===== config.mk =====
export PLATFORM = sky130hd
export DESIGN_NAME = seq_signed_divider_flat
export DESIGN_NICKNAME = d
export VERILOG_FILES = /design/src/rtl/seq_signed_divider_if.sv /design/src/rtl/seq_signed_divider.sv /design/src/flat_wrapper.sv
export SDC_FILE = /design/constraint.sdc
export NUM_CORES = 1
export LEC_CHECK = 0
export BUFFER_PORTS_ARGS = -buffer_cell sky130_fd_sc_hd__buf_2
export CORE_ASPECT_RATIO = 1.2
export CORE_MARGIN = 5
export CORE_UTILIZATION = 25
export DETAILED_ROUTE_END_ITERATION = 10
export SLEW_MARGIN = 20
export SYNTH_ARGS = -nofsm -noshare
export SYNTH_HDL_FRONTEND = slang
export SYNTH_SLANG_ARGS = --single-unit
export TNS_END_PERCENT = 20

===== constraint.sdc =====
create_clock -name clk -period 1.55 [get_ports clk]
set_input_delay 0.155 -clock clk [delete_from_list [all_inputs] [get_ports clk]]
set_output_delay 0.155 -clock clk [all_outputs]
set_load 0.02 [all_outputs]

===== src/rtl/seq_signed_divider_if.sv =====
// rtl/seq_signed_divider_if.sv - start/valid handshake and operand/result bundle for seq_signed_divider
interface seq_signed_divider_if #(
    parameter int WIDTH = 4
);
    logic                    start;
    logic signed [WIDTH-1:0] X;
    logic signed [WIDTH-1:0] Y;
    logic                    busy;
    logic                    valid;
    logic signed [WIDTH-1:0] Q;
    logic signed [WIDTH-1:0] R;
    logic                    dbz;

    modport master (output start, X, Y, input busy, valid, Q, R, dbz);
    modport slave  (input start, X, Y, output busy, valid, Q, R, dbz);
endinterface


===== src/rtl/seq_signed_divider.sv =====
// rtl/seq_signed_divider.sv - restoring shift-subtract signed divider, truncating toward zero
// Optional feature macro: DIV_ZERO_DETECT_EN (early divide-by-zero result with dbz flag)
module seq_signed_divider #(
    parameter int WIDTH = 4
) (
    input  logic               clk,
    input  logic               rst,
    seq_signed_divider_if.slave bus
);
    localparam int CW = $clog2(WIDTH + 1);

    typedef enum logic [1:0] {IDLE, CALC, FIX} state_t;

    state_t           state;
    logic [WIDTH-1:0] dvd;     // dividend magnitude, shifted out MSB-first; quotient bits enter at LSB
    logic [WIDTH-1:0] dvs;
    logic [WIDTH:0]   rem;
    logic [CW-1:0]    cnt;
    logic             sign_q;
    logic             sign_r;

    logic [WIDTH-1:0] x_mag;
    logic [WIDTH-1:0] y_mag;
    logic [WIDTH:0]   shifted;
    logic             fits;
    logic [WIDTH-1:0] r_mag;

    always_comb begin
        x_mag   = bus.X[WIDTH-1] ? unsigned'(-bus.X) : unsigned'(bus.X);
        y_mag   = bus.Y[WIDTH-1] ? unsigned'(-bus.Y) : unsigned'(bus.Y);
        shifted = {rem[WIDTH-1:0], dvd[WIDTH-1]};
        fits    = (shifted >= {1'b0, dvs});
        // the remainder magnitude never exceeds 2^(WIDTH-1), so the low WIDTH bits are exact
        r_mag   = rem[WIDTH-1:0];
    end

`ifdef DIV_ZERO_DETECT_EN
    logic dz;

    always_ff @(posedge clk or posedge rst) begin
        if (rst) begin
            state     <= IDLE;
            dvd       <= '0;
            dvs       <= '0;
            rem       <= '0;
            cnt       <= '0;
            sign_q    <= 1'b0;
            sign_r    <= 1'b0;
            dz        <= 1'b0;
            bus.busy  <= 1'b0;
            bus.valid <= 1'b0;
            bus.dbz   <= 1'b0;
            bus.Q     <= '0;
            bus.R     <= '0;
        end else begin
            bus.valid <= 1'b0;
            case (state)
                IDLE: begin
                    if (bus.start) begin
                        dvs      <= y_mag;
                        sign_r   <= bus.X[WIDTH-1];
                        cnt      <= CW'(WIDTH);
                        bus.busy <= 1'b1;
                        if (y_mag == '0) begin
                            // result is preloaded so FIX yields Q = -1 and R = X
                            dvd    <= '1;
                            rem    <= {1'b0, x_mag};
                            sign_q <= 1'b0;
                            dz     <= 1'b1;
                            state  <= FIX;
                        end else begin
                            dvd    <= x_mag;
                            rem    <= '0;
                            sign_q <= bus.X[WIDTH-1] ^ bus.Y[WIDTH-1];
                            dz     <= 1'b0;
                            state  <= CALC;
                        end
                    end
                end
                CALC: begin
                    rem <= fits ? (shifted - {1'b0, dvs}) : shifted;
                    dvd <= {dvd[WIDTH-2:0], fits};
                    cnt <= cnt - CW'(1);
                    if (cnt == CW'(1)) state <= FIX;
                end
                FIX: begin
                    bus.Q     <= signed'(sign_q ? -dvd : dvd);
                    bus.R     <= signed'(sign_r ? -r_mag : r_mag);
                    bus.dbz   <= dz;
                    bus.valid <= 1'b1;
                    bus.busy  <= 1'b0;
                    state     <= IDLE;
                end
                default: state <= IDLE;
            endcase
        end
    end
`else
    assign bus.dbz = 1'b0;

    always_ff @(posedge clk or posedge rst) begin
        if (rst) begin
            state     <= IDLE;
            dvd       <= '0;
            dvs       <= '0;
            rem       <= '0;
            cnt       <= '0;
            sign_q    <= 1'b0;
            sign_r    <= 1'b0;
            bus.busy  <= 1'b0;
            bus.valid <= 1'b0;
            bus.Q     <= '0;
            bus.R     <= '0;
        end else begin
            bus.valid <= 1'b0;
            case (state)
                IDLE: begin
                    if (bus.start) begin
                        dvd      <= x_mag;
                        dvs      <= y_mag;
                        rem      <= '0;
                        sign_q   <= bus.X[WIDTH-1] ^ bus.Y[WIDTH-1];
                        sign_r   <= bus.X[WIDTH-1];
                        cnt      <= CW'(WIDTH);
                        bus.busy <= 1'b1;
                        state    <= CALC;
                    end
                end
                CALC: begin
                    // a zero divisor always fits, giving qmag all ones and R = X
                    rem <= fits ? (shifted - {1'b0, dvs}) : shifted;
                    dvd <= {dvd[WIDTH-2:0], fits};
                    cnt <= cnt - CW'(1);
                    if (cnt == CW'(1)) state <= FIX;
                end
                FIX: begin
                    bus.Q     <= signed'(sign_q ? -dvd : dvd);
                    bus.R     <= signed'(sign_r ? -r_mag : r_mag);
                    bus.valid <= 1'b1;
                    bus.busy  <= 1'b0;
                    state     <= IDLE;
                end
                default: state <= IDLE;
            endcase
        end
    end
`endif
endmodule


===== src/flat_wrapper.sv =====
// flat-port wrapper written by rule: the top's interface ports become plain ports
module seq_signed_divider_flat 
#(
    parameter int WIDTH = 4
)
  (clk, rst, bus_start, bus_X, bus_Y, bus_busy, bus_valid, bus_Q, bus_R, bus_dbz);
  seq_signed_divider_if #(.WIDTH(WIDTH)) bus_i ();
  input  logic clk;
  input  logic rst;
  input wire logic [$bits(bus_i.start)-1:0] bus_start;
  input wire logic [$bits(bus_i.X)-1:0] bus_X;
  input wire logic [$bits(bus_i.Y)-1:0] bus_Y;
  output wire logic [$bits(bus_i.busy)-1:0] bus_busy;
  output wire logic [$bits(bus_i.valid)-1:0] bus_valid;
  output wire logic [$bits(bus_i.Q)-1:0] bus_Q;
  output wire logic [$bits(bus_i.R)-1:0] bus_R;
  output wire logic [$bits(bus_i.dbz)-1:0] bus_dbz;
  assign bus_i.start = bus_start;
  assign bus_i.X = bus_X;
  assign bus_i.Y = bus_Y;
  assign bus_busy = bus_i.busy;
  assign bus_valid = bus_i.valid;
  assign bus_Q = bus_i.Q;
  assign bus_R = bus_i.R;
  assign bus_dbz = bus_i.dbz;
  seq_signed_divider #(.WIDTH(WIDTH)) u_core (.clk(clk), .rst(rst), .bus(bus_i));
endmodule

==> flow_metrics.env <==
export IMPL_fin_cells=283
export IMPL_yosysWarnings=0
export IMPL_skew_ns=0.00567
export IMPL_wl_per_cell_um=12.0
export IMPL_track_usage_pct=8.61
export IMPL_tightest_slew_ns=0.527
export IMPL_grt_pass1_wl_um=5630
export IMPL_synth_compound_area_share_pct=16.1
export IMPL_postRouteAntennaNets=0
export IMPL_critPathKind="reg2reg"
export IMPL_yosysTopAreaCell="dfrtp_1"
export IMPL_final_net_count=220
export IMPL_antenna_found_initial=0
export IMPL_worstPathRequired_ns=1.71
export IMPL_mappedNetlistNets=184
export IMPL_timing_hold_violations_final=0
export IMPL_mostFrequentLayoutCells="dfrtp_1, buf_2, o21ai_0"
export IMPL_clkTransAtPathRegs_ns=0.06
export IMPL_p_total_uw=4520
export IMPL_dieWidth_um=83.2
export IMPL_yosysTopAreaCellShare_pct=45.2
export IMPL_yosys_area_share_simple_pct=15.0
export IMPL_cp_start_kind="register"
export IMPL_viasPerCell=4.34
export IMPL_setup_violations=1
export IMPL_setup_ws_ns=-0.0160
export IMPL_yosysSeqAreaShare_pct=45.2
export IMPL_cellPowerDensity_nw_per_um2=2200
export IMPL_worstSkewPairLatency_ns=0.28
export IMPL_layout_commonest_cell="dfrtp_1"
export IMPL_die_height_um=97.8
export IMPL_slew_headroom_pct=64.9
export IMPL_maxCapViolations=0
export IMPL_fin_crit_sh_pct=101
export IMPL_clockRootBuffer="clkbuf_8"
export IMPL_firstDrtPassIters=6
export IMPL_drv_slew=0
export IMPL_synth_seq_cells=29
export IMPL_synth_xor_area_share_pct=4.36
export IMPL_syn_inst=162
export IMPL_synth_top_family_by_area="compound AO/OA/AOI/OAI gates"
export IMPL_grt_pass1_vias=1197
export IMPL_status="finished, violations left"
export IMPL_synth_top_cells_by_area="dfrtp_1, ha_1, o21ai_0, xnor2_1, inv_1"
export IMPL_nFillCells=678
export IMPL_antenna_cells=0
export IMPL_fp_row_count=32
export IMPL_die_area_um2=8130
export IMPL_dp_hpwl_um=2520
export IMPL_cts_sinks=29
export IMPL_syn_area_um2=1610
export IMPL_cts_tree="built"
export IMPL_peakVddDrop_mv=0.537
export IMPL_placed_cells=272
export IMPL_crit_arrival_ns=1.72
export IMPL_synth_edf_count=0
export IMPL_wl_um=3410
export IMPL_grt_max_degree=30
export IMPL_clock_path_buffers=2
export IMPL_grt_ovfl_total=0
export IMPL_initial_utilization_pct=25.4
export IMPL_dr_first_iter_drc_count=47
export IMPL_timing_fmax_ghz=0.639
export IMPL_avgSynthCellArea_um2=9.91
export IMPL_vias=1228
export IMPL_ys_types=44
export IMPL_portBuffers=20
export IMPL_rsz0062_at_grt="yes"
export IMPL_synth_fa_ha_area_share_pct=9.04
export IMPL_routabilityCongestion=0.782
export IMPL_numCtsBuffers=5
export IMPL_async_flop_share_pct=100
export IMPL_io_pin_count=22
export IMPL_ys_flop_type="dfrtp_1"
export IMPL_hold_path_class="in2reg"
export IMPL_p_leak_uw=0.000946
export IMPL_htree_levels=2
export IMPL_path_max_fanout=4
export IMPL_drive_gt1_share_pct=29.8
export IMPL_muxShareOfSynthArea_pct=3.90
export IMPL_end_kind="register"
export IMPL_min_period_ns=1.57
export IMPL_syn_to_final_growth_pct=27.8
export IMPL_drc=0
export IMPL_violations="setup timing"
export IMPL_core_area_um2=6330
-- cell type report --
type	instances	area, um2	area share [%]
flip-flops and latches	29	727	35.4
inverters	16	60.1	2.93
multi-input cells	111	857	41.8
repair buffers	35	215	10.5
well taps	85	106	5.18
clock buffers	7	86.3	4.21
-- worst max-delay path: stages, from the launching register on --
cell,delay (ns)
dfrtp_2,0.44
ha_4,0.24
nand4_1,0.08
nand2_2,0.07
or3_1,0.37
a32o_1,0.24
-- cell families (layout without fill, tap and decap cells) --
family / count (synthesis) / in the layout
and+or+nand+nor: 45 / 45
AOI/OAI and AO/OA: 40 / 40
DFF: 29 / 29
buffers and inverters: 22 / 58
adders and majority gates: 11 / 11
xor gates and xnor gates: 8 / 8
muxes: 6 / 6
other: 1 / 1
-- repair_timing --
item | 4_1_cts | 5_1_grt
pin swaps | 2 | 0
resized for setup | 9 | 2
hold buffers | 1 | 0
cloned | 0 | 0
buffers inserted | 1 | 2
endpoints found under the hold margin | 29 | 0
setup endpoints to repair | 3 | 3
-- state kept, by name (all words and copies together) (netlist names) --
name              cells
u_core.bus.Q          4
u_core.bus.R          4
u_core.bus.busy       1
u_core.bus.valid      1
u_core.cnt            3
u_core.dvd            4
u_core.dvs            4
u_core.rem            4
u_core.sign_q         1
u_core.sign_r         1
u_core.state          2
-- synthesized netlist by cell type, drive strengths merged, types with 2 or more instances --
cell type   n
dfrtp      29
o21ai      18
nand2      17
inv        16
ha         10
nor2        8
xnor2       7
buf         6
nor2b       6
a21oi       5
nand2b      5
mux2i       4
a22oi       3
o31ai       3
mux2        2
nor4b       2
o21bai      2
-- stage by stage --
step / hold WS, ns / TNS, ns / cell area [um2] / setup WS, ns / util [%]
finish: 0.148 / -0.0160 / 2050 / -0.0160 / 32.4
global route: 0.164 / -0.117 / 2050 / -0.0837 / 32.4
CTS: 0.150 / -0.00788 / 2030 / -0.00788 / 32.1
detailed placement: 0.250 / -0.0743 / 1880 / -0.0434 / 29.7
global placement: 0.248 / -0.0359 / 1880 / -0.0359 / 29.7
floorplan: 0.233 / -0.00530 / 1630 / -0.00530 / -
-- metal layers --
| layer | up-vias | track usage (%) | part of all wire (%) |
|---|---|---|---|
| met1 | 576 | 10.1 | 44 |
| met2 | 23 | 14.3 | 49 |
| met5 | - | 0 | 0 |
| li1 | 624 | - | - |
| met3 | 5 | 3.54 | 5.6 |
| met4 | 0 | 2.64 | 1.3 |
-- final timing paths --
kind                       slack, ns              end       startpoint  depth (start not counted)
setup reg to reg               -0.02    u_core.rem[1]    u_core.rem[0]                          5
setup / recovery               -0.02    u_core.rem[1]    u_core.rem[0]                          5
hold / removal                  0.15    u_core.dvs[0]         bus_Y[0]                          2
max in group asynchronous       0.76    u_core.rem[0]              rst                          4
hold reg to reg                 0.47  u_core.bus.R[2]  u_core.bus.R[2]                          2
min in group asynchronous       0.49  u_core.bus.R[3]              rst                          4
-- report_power, final --
group | internal [uW] | switching (uW)
sequential | 1110 | 295
clock | 352 | 281
combinational | 1220 | 1250
total | 2690 | 1830
Power figures use the tool's default switching activity.
